`src/rtl/seq_divider.sv`:
```
// Sequential restoring divider: one quotient bit per cycle, optional two's-complement mode.
// Results and flags are held from completion until the next accepted start.
module seq_divider #(
  parameter int unsigned WIDTH     = 16,
  parameter int unsigned SIGNED_EN = 1
) (
  input  logic             clk,
  input  logic             rst,
  input  logic             start,
  input  logic             is_signed,
  input  logic [WIDTH-1:0] dividend,
  input  logic [WIDTH-1:0] divisor,
  output logic [WIDTH-1:0] quotient,
  output logic [WIDTH-1:0] remainder,
  output logic             busy,
  output logic             done,
  output logic             div_by_zero,
  output logic             ovf
);

  localparam int unsigned CW = $clog2(WIDTH + 1);
  localparam int unsigned TW = WIDTH + 2;
  localparam logic [WIDTH-1:0] MIN_NEG = {1'b1, {(WIDTH-1){1'b0}}};

  typedef enum logic [1:0] {
    IDLE  = 2'd0,
    ITER  = 2'd1,
    FIXUP = 2'd2,
    DONE  = 2'd3
  } state_t;

  state_t           state;
  state_t           state_nxt;
  logic [CW-1:0]    cnt;
  logic [WIDTH-1:0] dvd_sh;
  logic [WIDTH-1:0] dvs;
  logic [WIDTH:0]   prem;
  logic             neg_q;
  logic             neg_r;
  logic             ovf_pend;

  logic             sgn_mode_c;
  logic             a_neg_c;
  logic             b_neg_c;
  logic [WIDTH-1:0] mag_a_c;
  logic [WIDTH-1:0] mag_b_c;
  logic [TW-1:0]    trial_c;
  logic             trial_ge_c;

  // Operand magnitudes and one restoring trial step
  always_comb begin
    sgn_mode_c = (SIGNED_EN != 0) && is_signed;
    a_neg_c    = sgn_mode_c && dividend[WIDTH-1];
    b_neg_c    = sgn_mode_c && divisor[WIDTH-1];
    mag_a_c    = a_neg_c ? -dividend : dividend;
    mag_b_c    = b_neg_c ? -divisor : divisor;
    trial_c    = {prem, dvd_sh[WIDTH-1]};
    trial_ge_c = (trial_c >= TW'(dvs));
  end

  // Next-state logic
  always_comb begin
    state_nxt = state;
    case (state)
      IDLE:  if (start) state_nxt = (divisor == '0) ? DONE : ITER;
      ITER:  if (cnt == CW'(1)) state_nxt = FIXUP;
      FIXUP: state_nxt = DONE;
      DONE:  state_nxt = IDLE;
      default: state_nxt = IDLE;
    endcase
  end

  // State register
  always_ff @(posedge clk or negedge rst) begin
    if (!rst) begin
      state <= IDLE;
    end else begin
      state <= state_nxt;
    end
  end

  // Datapath and registered outputs; done trails the DONE state by one edge
  always_ff @(posedge clk or negedge rst) begin
    if (!rst) begin
      cnt         <= '0;
      dvd_sh      <= '0;
      dvs         <= '0;
      prem        <= '0;
      neg_q       <= 1'b0;
      neg_r       <= 1'b0;
      ovf_pend    <= 1'b0;
      quotient    <= '0;
      remainder   <= '0;
      busy        <= 1'b0;
      done        <= 1'b0;
      div_by_zero <= 1'b0;
      ovf         <= 1'b0;
    end else begin
      busy <= (state_nxt != IDLE);
      done <= (state == DONE);
      case (state)
        IDLE: begin
          if (start) begin
            dvd_sh      <= mag_a_c;
            dvs         <= mag_b_c;
            prem        <= '0;
            cnt         <= CW'(WIDTH);
            neg_q       <= a_neg_c ^ b_neg_c;
            neg_r       <= a_neg_c;
            ovf_pend    <= sgn_mode_c && (dividend == MIN_NEG) && (divisor == '1);
            ovf         <= 1'b0;
            div_by_zero <= (divisor == '0);
            if (divisor == '0) begin
              quotient  <= '1;
              remainder <= dividend;
            end
          end
        end
        ITER: begin
          prem   <= (WIDTH+1)'(trial_ge_c ? (trial_c - TW'(dvs)) : trial_c);
          dvd_sh <= {dvd_sh[WIDTH-2:0], trial_ge_c};
          cnt    <= cnt - CW'(1);
        end
        FIXUP: begin
          quotient  <= neg_q ? -dvd_sh : dvd_sh;
          remainder <= neg_r ? -prem[WIDTH-1:0] : prem[WIDTH-1:0];
          ovf       <= ovf_pend;
        end
        default: ;
      endcase
    end
  end

endmodule

```
`config.mk`:
```
export PLATFORM = sky130hd
export DESIGN_NAME = seq_divider
export DESIGN_NICKNAME = d
export VERILOG_FILES = /design/src/rtl/seq_divider.sv
export SDC_FILE = /design/constraint.sdc
export NUM_CORES = 1
export LEC_CHECK = 0
export CORE_ASPECT_RATIO = 1.25
export CORE_MARGIN = 2
export CORE_UTILIZATION = 45
export DETAILED_ROUTE_END_ITERATION = 10
export PLACE_DENSITY = 0.67
export SKIP_LAST_GASP = 1
export SLEW_MARGIN = 30
export SYNTH_ARGS = -nofsm -noshare
export SYNTH_HDL_FRONTEND = slang
export SYNTH_SLANG_ARGS = --single-unit
```
`constraint.sdc`:
```
create_clock -name clk -period 2.8 [get_ports clk]
set_clock_uncertainty 0.05 [all_clocks]
set_input_delay 0.56 -clock clk [delete_from_list [all_inputs] [get_ports clk]]
set_output_delay 0.56 -clock clk [all_outputs]
set_load 0.02 [all_outputs]
```
* After elaboration in Yosys (flattened, before gate mapping)
Cells that the tools add are included.
** Storage, ports and cells
- Register bits after elaboration :: 95
- Latch bits :: 0
- Memory bits (writable) :: 0
- Bits in read-only memories :: 0
- Input bits :: 36
- Output and inout bits :: 36
- Logic and storage cells :: 66
- Memories kept :: 0
** Operators by class
- Add/sub/neg operators :: 6
- Multipliers :: 0
- Divide/modulo/power cells :: 0
- Order comparisons :: 1
- Equality and inequality tests :: 8
- Shift operators :: 0
- Muxes and demuxes :: 23
- Bitwise logic cells :: 1
- Reductions and logical operators :: 13
** Operators by type and width (count)
- two-way mux 16 bit :: 9
- one-hot mux 16 bit (2 select lines) :: 3
- negator 16 bit :: 4
- two-way mux 17 bit :: 2
- one-hot mux 17 bit (2 select lines) :: 1
- equality test 16 bit (second input constant) :: 2
- >= comparator 18 x 16 -> 1 bit :: 1
- subtractor 17 x 16 -> 17 bit :: 1
- logical NOT 16 bit :: 1
- one-hot mux 5 bit (2 select lines) :: 1
- one-hot mux 2 bit (4 select lines) :: 1
- two-way mux 2 bit :: 3
- AND reduction 2 bit :: 3
- nonzero test 2 bit :: 3
- equality test 5 x 1 -> 1 bit (second input constant) :: 1
- two-way mux 5 bit :: 1
- subtractor 5 x 1 -> 5 bit (second input constant) :: 1
- equality test 2 bit (second input constant) :: 2
- logical AND 1 bit :: 4
- inequality test 2 bit (second input constant) :: 2
- AND reduction 3 bit :: 1
- equality test 2 x 1 -> 1 bit (second input constant) :: 1
- logical NOT 2 bit :: 1
- one-hot mux 1 bit (2 select lines) :: 1
- 2 further kinds :: 2

* Logic depth before layout (Yosys ltp)
- Word-level depth :: 5
- Gate-level depth with buffers :: 12
- Mapped depth without buffers :: 11

* Least setup slack after synthesis
Ideal clock, no wire load.
- Kind :: register to register
- Start point :: reg dvd_sh[15]
- End point :: reg prem[1]
- Setup time :: 0.132 ns
- Data arrival time :: 2.420 ns
- Data required time :: 2.618 ns
- Path slack :: 0.198 ns
- Stages on the path, launching flop included :: 12
- Path buffers :: 1
- Clock period less this slack :: 2.602 ns
- Cells stage by stage :: dfrtp_1 > inv_1 > ha_1 > inv_1 > fa_1 > a21o_1 > a221oi_1 > o21ai_1 > a221oi_2 > buf_4 > mux2i_1 > o21ai_1
** On the way
- Cells in the longest elaborated chain, start to end :: 3
- Elaborated cells between the ends (all ways) :: 4
- Those cells by class :: add/sub (1); order compare (1); mux (2)
** Ends and longest elaborated chain
- start, declared :: RTL line 35 : logic [WIDTH-1:0] dvd_sh;
- start signal, assigned :: RTL line 104 : dvd_sh <= mag_a_c;
- start signal, assigned :: RTL line 121 : dvd_sh <= {dvd_sh[WIDTH-2:0], trial_ge_c};
- subtractor 17 x 16 -> 17 bit / >= comparator 18 x 16 -> 1 bit (equally long branches) :: RTL line 120, 58
- two-way mux 17 bit * :: RTL line 120 : prem <= (WIDTH+1)'(trial_ge_c ? (trial_c - TW'(dvs)) : trial_c);
- one-hot mux 17 bit (2 select lines) * :: RTL line 101 : case (state)
- end signal, assigned :: RTL line 120
- end, declared :: RTL line 37 : logic [WIDTH:0] prem;
Every way passes the cells marked *; elsewhere a longest branch is shown, timed or not.
A chain may end at the register's enable or synchronous reset.

* Worst setup path in the final report
- Start point :: reg dvd_sh[15]
- End point :: reg prem[11]
Same word-level chain as after synthesis.

==> results.toml <==
[timing]
worst_slew_margin_rel_pct = 57.70
setup_viol = 0
fmaxAchievable_mhz = 372.3
postLayoutSetupSlackWorst_ns = 0.1139
setup_repair_after_global_routing_missed_its_margin = "false"
slew_viol_final = 0
worst_pin_slew_ns = 0.6344
finalCriticalPeriod_ns = 2.686
finalCritPeriodShare_pct = 95.93
final-hold-violation-count = 0

[run_status]
status = "finished clean"

[floorplan]
die_y_um = 133.6
top_level_ports = 72
floorplan.initialDensity_pct = 45.92
die-area_um2 = 14390
core_region_area_um2 = 13170
chipWidth_um = 107.7
count_of_standard_cell_rows = 47

[synthesis]
synthesis.area_um2 = 6048
synth_area_per_cell_um2 = 9.014
flip_flop_and_latch_count_after_synthesis = 95
synth.net_count = 731
synth_top_flop_cell = "sky130_fd_sc_hd__dfrtp_1"
synth.yosys.seq_area_share_pct = 39.30
async_reset_ff_share_pct = 100.0
synthesis.instances = 671
synth.lib_cells_used.distinct = 60
synth-warning-count = 0
synth_enable_flop_cells = 0

[worst_setup_path]
cp_slowest_stage_delay_ns = 0.39
worst-endpoint-arrival_ns = 2.85
worstSetupPathType = "reg2reg"
path_delay_family = "compound AO/OA/AOI/OAI gates"
r2r.worst_path.cells = 14
startpoint = "dvd_sh[15]"
worst_setup_path_endpoint = "prem[11]"
cp-end-kind = "register"
slowest_stage = "sky130_fd_sc_hd__dfrtp_1"
critical_path.reg2reg.endpoint = "prem[11]"
cp_max_fanout = 3
worst_path_most_repeated_cell = "sky130_fd_sc_hd__buf_4"
worst_ep_required_time_ns = 2.96
rrSetupSlack_ns = 0.11
crit_path_start_kind = "register"
worstSetupPathDepth = 14
regToRegStartpoint = "dvd_sh[15]"
crit_buf_inv = 6
timing.critical_path.cells = "inv_2 -> ha_2 -> inv_1 -> fa_1 -> a21o_1 -> a221oi_2 -> buf_4 -> o21ai_1 -> a221oi_2 -> buf_4 -> inv_2 -> buf_4 -> mux2i_1 -> o21ai_1"

[pwr]
worst_ir_drop_vdd_v = 0.0005746
p_per_area_nw_per_um2 = 1149
leakage_uw = 0.003141

[routing]
vias = 5283
wl_mm = 15.87
drt-vias-per-instance = 5.549
wl_met3_um = 677
m1WireLength_mm = 6.459
maxUsedRoutingLayer = "met4"
initialDrtViolationCount = 309
dr.pass1.iters = 4
route.detailed.drc = 0
route.antenna.remaining_nets = 0
met2_length_mm = 8.293
routedWlPerCell_um = 16.67

[min_path]
min-delay-path-class = "in2async"

[clock_tree]
post-cts-setup-buffer-count = 0
cts_sinks = 95
clk_pin_slew_ns = 0.07
htree_num_levels = 3
cts_made_buffers = 9
cts-root-buf = "sky130_fd_sc_hd__clkbuf_16"
worstSkewPairLatency_ns = 0.35
cts_tree = "built"
clock_tree.buffer_depth = 2

[grt]
grt.total_usage_pct = 23.05
grt_first_pass_wirelength_mm = 26.39
initial_antenna_violation_count = 0
first_global_vias = 5419
grt_max_degree = 64
global_route_total_overflow = 0

[place]
replace_congestion = 0.8664
post-dp-hpwl_mm = 12.06
io_buffers = 71
post_dp_cell_area_um2 = 7305
dp_worst_setup_slack_ns = -0.05211

[final_layout]
final_cell_mix = "95 x sky130_fd_sc_hd__dfrtp_1, 70 x sky130_fd_sc_hd__clkdlybuf4s50_1, 65 x sky130_fd_sc_hd__nand2_1"
share_of_cells_above_drive_strength_1_pct = 12.29
combined_area_of_the_multi_input_logic_cells_um2 = 3425
final_area_um2 = 7665
n_antenna_cell = 0
seqCellArea_um2 = 2377
fin_nets = 836
layout_commonest_cell = "sky130_fd_sc_hd__dfrtp_1"
area_growth_pct = 26.73
number_of_filler_instances_in_the_final_layout = 1181

[run]
drv.max_cap_violation_count = 0
## flip-flops by register name (all words and copies together) (netlist names), 2 cells and up
register	count
dvd_sh	16
dvs	16
state	2
remainder	16
quotient	16
cnt	5
prem	17
## worst reg2reg max path, stage by stage (launching register included)
cell and delay, ns:
sky130_fd_sc_hd__dfrtp_1 0.39, sky130_fd_sc_hd__inv_2 0.08, sky130_fd_sc_hd__ha_2 0.21, sky130_fd_sc_hd__inv_1 0.06
sky130_fd_sc_hd__fa_1 0.38, sky130_fd_sc_hd__a21o_1 0.19, sky130_fd_sc_hd__a221oi_2 0.20, sky130_fd_sc_hd__buf_4 0.14
sky130_fd_sc_hd__o21ai_1 0.08, sky130_fd_sc_hd__a221oi_2 0.22, sky130_fd_sc_hd__buf_4 0.17, sky130_fd_sc_hd__inv_2 0.05
sky130_fd_sc_hd__buf_4 0.13, sky130_fd_sc_hd__mux2i_1 0.14, sky130_fd_sc_hd__o21ai_1 0.08
## synthesized netlist by cell type, drive strengths merged, types with 2 or more instances
master    n  area share (%)
a2bb2oi   7             1.7
a21o      4            0.50
or3       5            0.60
a211oi    4            0.50
xor2     29             4.2
or2       3            0.31
o31ai    12             1.5
o41ai     7             1.4
xnor2    42             6.1
a21boi    2            0.25
nand3    27             2.2
o211ai    6            0.74
a221oi    3            0.54
nand2b    5            0.52
nor3     17             1.4
mux2i    23             3.8
nor2     37             2.3
or4       4            0.56
nor4      9             1.3
a221o     2            0.33
o21ai    80             6.6
dfrtp    95              39
a32oi     2            0.29
and3      4            0.41
a22oi    14             1.7
inv      32             2.0
and2      6            0.62
buf      11             1.3
ha       23             4.8
nand2    68             4.3
nand4     7            0.72
a21oi    47             3.9
nor2b     3            0.31
clkbuf   21             1.3
## cell families (layout without fill, tap and decap cells)
kind of cell / Yosys count / count (layout) / synth area share (%)
flip-flops: 95 / 95 / 39.30
buffers and inverters: 64 / 174 / 4.634
AND/OR/NAND/NOR: 198 / 198 / 15.99
adder cells (fa/ha/maj): 24 / 24 / 5.089
multiplexers: 23 / 23 / 3.806
XOR/XNOR: 71 / 71 / 10.28
AO/OA/AOI/OAI: 196 / 196 / 20.89
## cell type report
class,count,share of cell area [%]
Tap cell,171,2.791
Multi-Input combinational cell,512,44.68
Sequential cell,95,31.02
Timing Repair Buffer,126,15.44
Clock inverter,6,1.518
Inverter,32,1.567
Clock buffer,10,2.987
## worst min path at each step
stage,slack (ns),to,from,cells past startpoint
after floorplan,0.21,busy,rst,0
after global placement,0.40,ovf,ovf_pend,2
after detailed placement,0.40,ovf,ovf_pend,2
after CTS,0.09,cnt[4],rst,1
after global routing,0.1,state[1],rst,1
final,0.08,cnt[4],rst,1
## layer usage
| metal | vias up | global-route usage [%] |
|---|---|---|
| li1 | 2615 | - |
| met1 | 2515 | 26.94 |
| met2 | 122 | 42.10 |
| met3 | 31 | 2.789 |
| met4 | 0 | 9.473 |
| met5 | - | 0 |
## repair_timing
action / in CTS / in global routing
hold buffers: 0 / 0
hold endpoints to repair: 0 / 0
gates cloned: 0 / 0
pin swaps: 0 / 1
setup endpoints to repair: 1 / 12
gates resized for setup: 1 / 4
## through the flow
step / util [%] / std cells / setup TNS (ns) / hold slack [ns] / total power (µW)
detailed placement: 55.45 / 936 / -0.5423 / 0.4028 / 7354
finish: 58.19 / 952 / 0 / 0.07581 / 8811
floorplan: - / 671 / 0 / 0.2144 / 5718
global placement: 55.45 / 936 / 0 / 0.4011 / 7210
CTS: 58.09 / 952 / 0 / 0.08670 / 8814
global route: 58.19 / 952 / 0 / 0.09670 / 9556
## report_power, final
part | switching (µW) | leakage, µW | internal, µW
Sequential | 512 | 0.00113 | 1910
Combinational | 2640 | 0.00185 | 2320
Clock | 548 | 0.000167 | 880
Total | 3700 | 0.00314 | 5110
Note: power is estimated with default switching activity, not from simulation.
